## config.mk

```make
export PLATFORM = sky130hd
export DESIGN_NAME = serial_adder
export DESIGN_NICKNAME = d
export VERILOG_FILES = /design/src/rtl/arith_pkg.sv /design/src/rtl/fa_digit.sv /design/src/rtl/serial_adder.sv
export SDC_FILE = /design/constraint.sdc
export NUM_CORES = 1
export LEC_CHECK = 0
export CAP_MARGIN = 10
export CORE_MARGIN = 8
export CORE_UTILIZATION = 25
export CTS_BUF_LIST = sky130_fd_sc_hd__clkbuf_4
export CTS_CLUSTER_SIZE = 10
export DETAILED_ROUTE_END_ITERATION = 12
export GPL_TIMING_DRIVEN = 0
export REMOVE_ABC_BUFFERS = 1
export SKIP_LAST_GASP = 1
export SLEW_MARGIN = 15
export SYNTH_ARGS = -nofsm -noshare
export SYNTH_HDL_FRONTEND = slang
export SYNTH_SLANG_ARGS = --single-unit
```

## constraint.sdc

```tcl
create_clock -name clk -period 1.6 [get_ports clk]
set_input_delay 0.32 -clock clk [delete_from_list [all_inputs] [get_ports clk]]
set_output_delay 0.32 -clock clk [all_outputs]
set_load 0.01 [all_outputs]
```

## src/rtl/arith_pkg.sv

```systemverilog
// Shared arithmetic-library definitions: serial adder state encoding and the
// digit-counter width helper.
package arith_pkg;

  typedef enum logic [1:0] {
    IDLE = 2'd0,
    RUN  = 2'd1,
    DONE = 2'd2
  } state_t;

  // Counter width for ndig digits; a 1-digit operand still needs a 1-bit counter.
  function automatic int cnt_w(input int ndig);
    return (ndig > 1) ? $clog2(ndig) : 1;
  endfunction

endpackage

```

## src/rtl/fa_digit.sv

```systemverilog
// DIGIT_W-bit combinational ripple of full adders; also exposes the carry into
// the MSB so the caller can form signed overflow.
module fa_digit #(
  parameter int DIGIT_W = 1
) (
  input  logic [DIGIT_W-1:0] a,
  input  logic [DIGIT_W-1:0] b,
  input  logic               ci,
  output logic [DIGIT_W-1:0] s,
  output logic               co,
  output logic               cmsb
);

  logic [DIGIT_W:0] c;

  assign c[0] = ci;

  for (genvar i = 0; i < DIGIT_W; i++) begin : g_fa
    assign s[i]   = a[i] ^ b[i] ^ c[i];
    assign c[i+1] = (a[i] & b[i]) | (c[i] & (a[i] ^ b[i]));
  end

  assign co   = c[DIGIT_W];
  assign cmsb = c[DIGIT_W-1];

endmodule

```

## src/rtl/serial_adder.sv

```systemverilog
// Multi-cycle adder, DIGIT_W bits per clock, LSB digit first, start/busy/done
// handshake. Define SERIAL_ADDER_SUB_EN to add the sub port (a - b).
module serial_adder
  import arith_pkg::*;
#(
  parameter int WIDTH   = 8,
  parameter int DIGIT_W = 1
) (
  input  logic             clk,
  input  logic             rst,
  input  logic             start,
`ifdef SERIAL_ADDER_SUB_EN
  input  logic             sub,
`endif
  input  logic [WIDTH-1:0] a,
  input  logic [WIDTH-1:0] b,
  input  logic             cin,
  output logic             busy,
  output logic             done,
  output logic [WIDTH-1:0] sum,
  output logic             cout,
  output logic             ovf
);

  localparam int NDIG = WIDTH / DIGIT_W;
  localparam int CW   = cnt_w(NDIG);

  if (WIDTH % DIGIT_W != 0) begin : g_bad_digit
    $error("serial_adder: DIGIT_W must divide WIDTH");
  end

  state_t             state;
  logic [WIDTH-1:0]   ra, rb;
  logic               carry;
  logic [CW-1:0]      cnt;
  logic [WIDTH-1:0]   b_cap;
  logic               c_cap;
  logic [DIGIT_W-1:0] dsum;
  logic               dco, dcm;

`ifdef SERIAL_ADDER_SUB_EN
  // a - b = a + ~b + 1; cin is ignored when subtracting.
  assign b_cap = sub ? ~b : b;
  assign c_cap = sub | cin;
`else
  assign b_cap = b;
  assign c_cap = cin;
`endif

  fa_digit #(.DIGIT_W(DIGIT_W)) u_fa (
    .a    (ra[DIGIT_W-1:0]),
    .b    (rb[DIGIT_W-1:0]),
    .ci   (carry),
    .s    (dsum),
    .co   (dco),
    .cmsb (dcm)
  );

  always_ff @(posedge clk or posedge rst) begin
    if (rst) begin
      state <= IDLE;
      ra    <= '0;
      rb    <= '0;
      carry <= 1'b0;
      cnt   <= '0;
      busy  <= 1'b0;
      done  <= 1'b0;
      sum   <= '0;
      cout  <= 1'b0;
      ovf   <= 1'b0;
    end else begin
      done <= 1'b0;
      case (state)
        IDLE, DONE: begin
          if (start) begin
            ra    <= a;
            rb    <= b_cap;
            carry <= c_cap;
            cnt   <= '0;
            busy  <= 1'b1;
            state <= RUN;
          end else begin
            state <= IDLE;
          end
        end
        RUN: begin
          ra    <= ra >> DIGIT_W;
          rb    <= rb >> DIGIT_W;
          // Digit sums enter at the MSB end so the LSB digit lands at bit 0 last.
          sum   <= WIDTH'({dsum, sum} >> DIGIT_W);
          carry <= dco;
          cnt   <= cnt + CW'(1);
          if (cnt == CW'(NDIG - 1)) begin
            cout  <= dco;
            ovf   <= dco ^ dcm;
            busy  <= 1'b0;
            done  <= 1'b1;
            state <= DONE;
          end
        end
        default: state <= IDLE;
      endcase
    end
  end

endmodule
```

==> key figures <==
CTS
  • CTS tree: built
  • CTS clk-pin slew, worst paths: 0.11 ns
  • CTS Sinks: 34
  • # hold bufs at CTS: 0
  • Clock Path Buffers: 2
  • H-tree depth: 2
  • CTS root buf: clkbuf_4
  • CTS Buf Count: 5
  • Clock latency at the later pin of the worst-skew pair: 0.35 ns

Final layout
  • Layout cells sized above 1: 10.9%
  • Post-Layout Inst Area: 0.00188 mm²
  • NumNets Final: 196
  • P&R area growth vs syn: 27.5%
  • ANT cells: 0
  • Final Util: 32.4%
  • Final non-filler cell total: 249

Yosys
  • Synth unique cells: 27
  • Most used DFF post-synth: dfrtp_1
  • Post-synthesis cell count: 143
  • Post-Syn Area per Cell: 10.3 µm²
  • Most common cell in the netlist: dfrtp_1
  • Post-synth EDFFs: 0
  • Post-synthesis sequential area ratio: 57.6%
  • Ys async rst share: 100%
  • Cell area after synthesis: 0.00148 mm²
  • Largest cells by area after synthesis: dfrtp_1 (58%), nand2_1 (7.4%), o22ai_1 (5.1%), nor3_1 (4.1%), nor2_1 (3.6%)
  • Area fraction of the dominant cell type after synthesis: 57.6%
  • Post-synth top cells: dfrtp_1 (34), nand2_1 (29), nor2_1 (14)
  • Seq cells post-synth: 34
  • Cell taking the most area after synthesis: dfrtp_1
  • Syn. warnings: 0

Placement
  • Placer congestion estimate: 0.746
  • I/O Buffers: 31
  • Post-Place Cells: 240
  • Post-DP Area: 0.00182 mm²
  • Pre-CTS setup slack: -0.305 ns
  • DP HPWL: 2190 µm

Critical path
  • Slowest-stage cell, CP: clkdlybuf4s50_1
  • Crit path max-delay family: buffers and inverters
  • CP max stage delay: 0.53 ns
  • Critical Path RT: 1.28 ns
  • CP Capture Type: primary output
  • Worst Setup Path Type: flop to primary output
  • Crit-path cells: clkdlybuf4s50_1
  • Crit path max fanout: 1
  • Data arrival time of the critical path: 1.21 ns
  • Buffer and inverter count on the worst path: 1
  • Setup crit start kind: flop

STA
  • Min Hold Slack: 0.412 ns
  • Slew @ Worst Pin: 0.701 ns
  • Fmax: 0.653 GHz
  • RSZ-0062 raised after global routing: false
  • Final Critical Period: 1.53 ns
  • Final Skew: 0.00879 ns
  • Fin crit share: 95.7%
  • Final setup TNS: 0 ns
  • Hold Vio Cnt, Final: 0
  • Final worst slack: 0.0688 ns
  • Final slew viol count: 0
  • Slew HR: 53.2%
  • Final setup viols: 0

Floorplan
  • Total die area: 0.00862 mm²
  • Core Box Area: 0.00582 mm²
  • Die Y: 92.9 µm
  • Die Wd: 92.9 µm
  • Rows: 28
  • I/O Pins: 32
  • Initial Utilization: 25.4%

Job
  • Max-Cap Viols: 0

Routing
  • Drt wl/cell: 12.9 µm
  • Drc violations: 0
  • Antenna-violating nets left: 0
  • DRT Pass-1 Iters: 4
  • Final wirelength: 3220 µm
  • Vias: 1094
  • Vias per cell: 4.39
  • Initial DRC count: 53

Global route
  • Antenna violations before repair: 0
  • Largest net degree at the start of global routing: 35
  • GRT overflow: 0
  • First-pass GRT wire length: 5370 µm
  • Number of global-route vias before repair: 1138
  • Total track usage: 8.13%

Power
  • Total power: 3.43 mW
  • Worst VDD drop: 0.000505 V
  • PwrDens: 1830 mW/mm²
  • Leakage power: 0.879 nW

Outcome
  • Outcome: complete, no violations

Hold path
  • Tightest Hold Check Type: primary input to asynchronous set/reset pin
-- power by group --
group	switching [mW]	total [mW]	internal, mW
registers	0.274	1.53	1.26
logic	0.743	1.43	0.684
clock network	0.313	0.476	0.163
total	1.33	3.43	2.10
-- timing repair --
item / CTS / global route
endpoints found under the setup margin: 27 / 20
pin swaps: 0 / 0
gates resized for setup: 10 / 4
setup buffers: 0 / 1
-- metal layers --
layer	vias up	GRT usage, %	share of wire (%)
met3	4	3.56	6.7
met1	518	8.91	46
met5	-	0	0
met4	0	4.83	1.2
met2	25	12.8	46
li1	547	-	-
-- state kept, by name (all words and copies together), names as in the netlist --
signal / flops
state: 2
rb: 8
ovf: 1
sum: 8
carry: 1
busy: 1
cnt: 3
done: 1
ra: 8
cout: 1
-- layout by cell type, fill, tap and decap left out, types with 4 or more instances in the layout --
cell and n:
nor3_1 12, nand3_1 5, nand2_1 29, nor2_1 14, clkdlybuf4s50_1 20, o21ai_0 4, o22ai_1 12, clkbuf_4 5
dlygate4sd2_1 9, dfrtp_1 33
-- cell type report --
class	instances	area (µm²)
Fill cell	652	3930
Sequential cell	34	852
Multi-Input combinational cell	96	544
Timing Repair Buffer	33	327
Tap cell	75	93.8
Clock buffer	5	37.5
Clock inverter	3	16.3
Inverter	3	11.3
-- final timing paths --
kind / slack [ns] / depth (start not counted) / startpoint / endpoint
worst max-delay path: 0.07 / 1 / done / done
worst min-delay path: 0.41 / 2 / rst / cnt[0]
worst max register to register: 0.10 / 4 / cnt[0] / cout
worst min register to register: 0.49 / 2 / busy / busy
max in group asynchronous: 0.71 / 2 / rst / state[0]
min in group clk: 0.49 / 2 / busy / busy
-- logic make-up (layout without fill, tap and decap cells) --
| logic type | Yosys count | after routing | share of synthesized area [%] |
|---|---|---|---|
| AO/OA/AOI/OAI | 22 | 22 | 9.75 |
| XOR/XNOR | 1 | 1 | 0.593 |
| adder cells (fa/ha/maj) | 3 | 3 | 3.05 |
| buffers and inverters | 13 | 44 | 6.02 |
| flip-flops | 34 | 34 | 57.6 |
| multiplexers | 4 | 4 | 2.88 |
| AND/OR/NAND/NOR | 66 | 66 | 20.1 |
(Power assumes the default switching activity.)
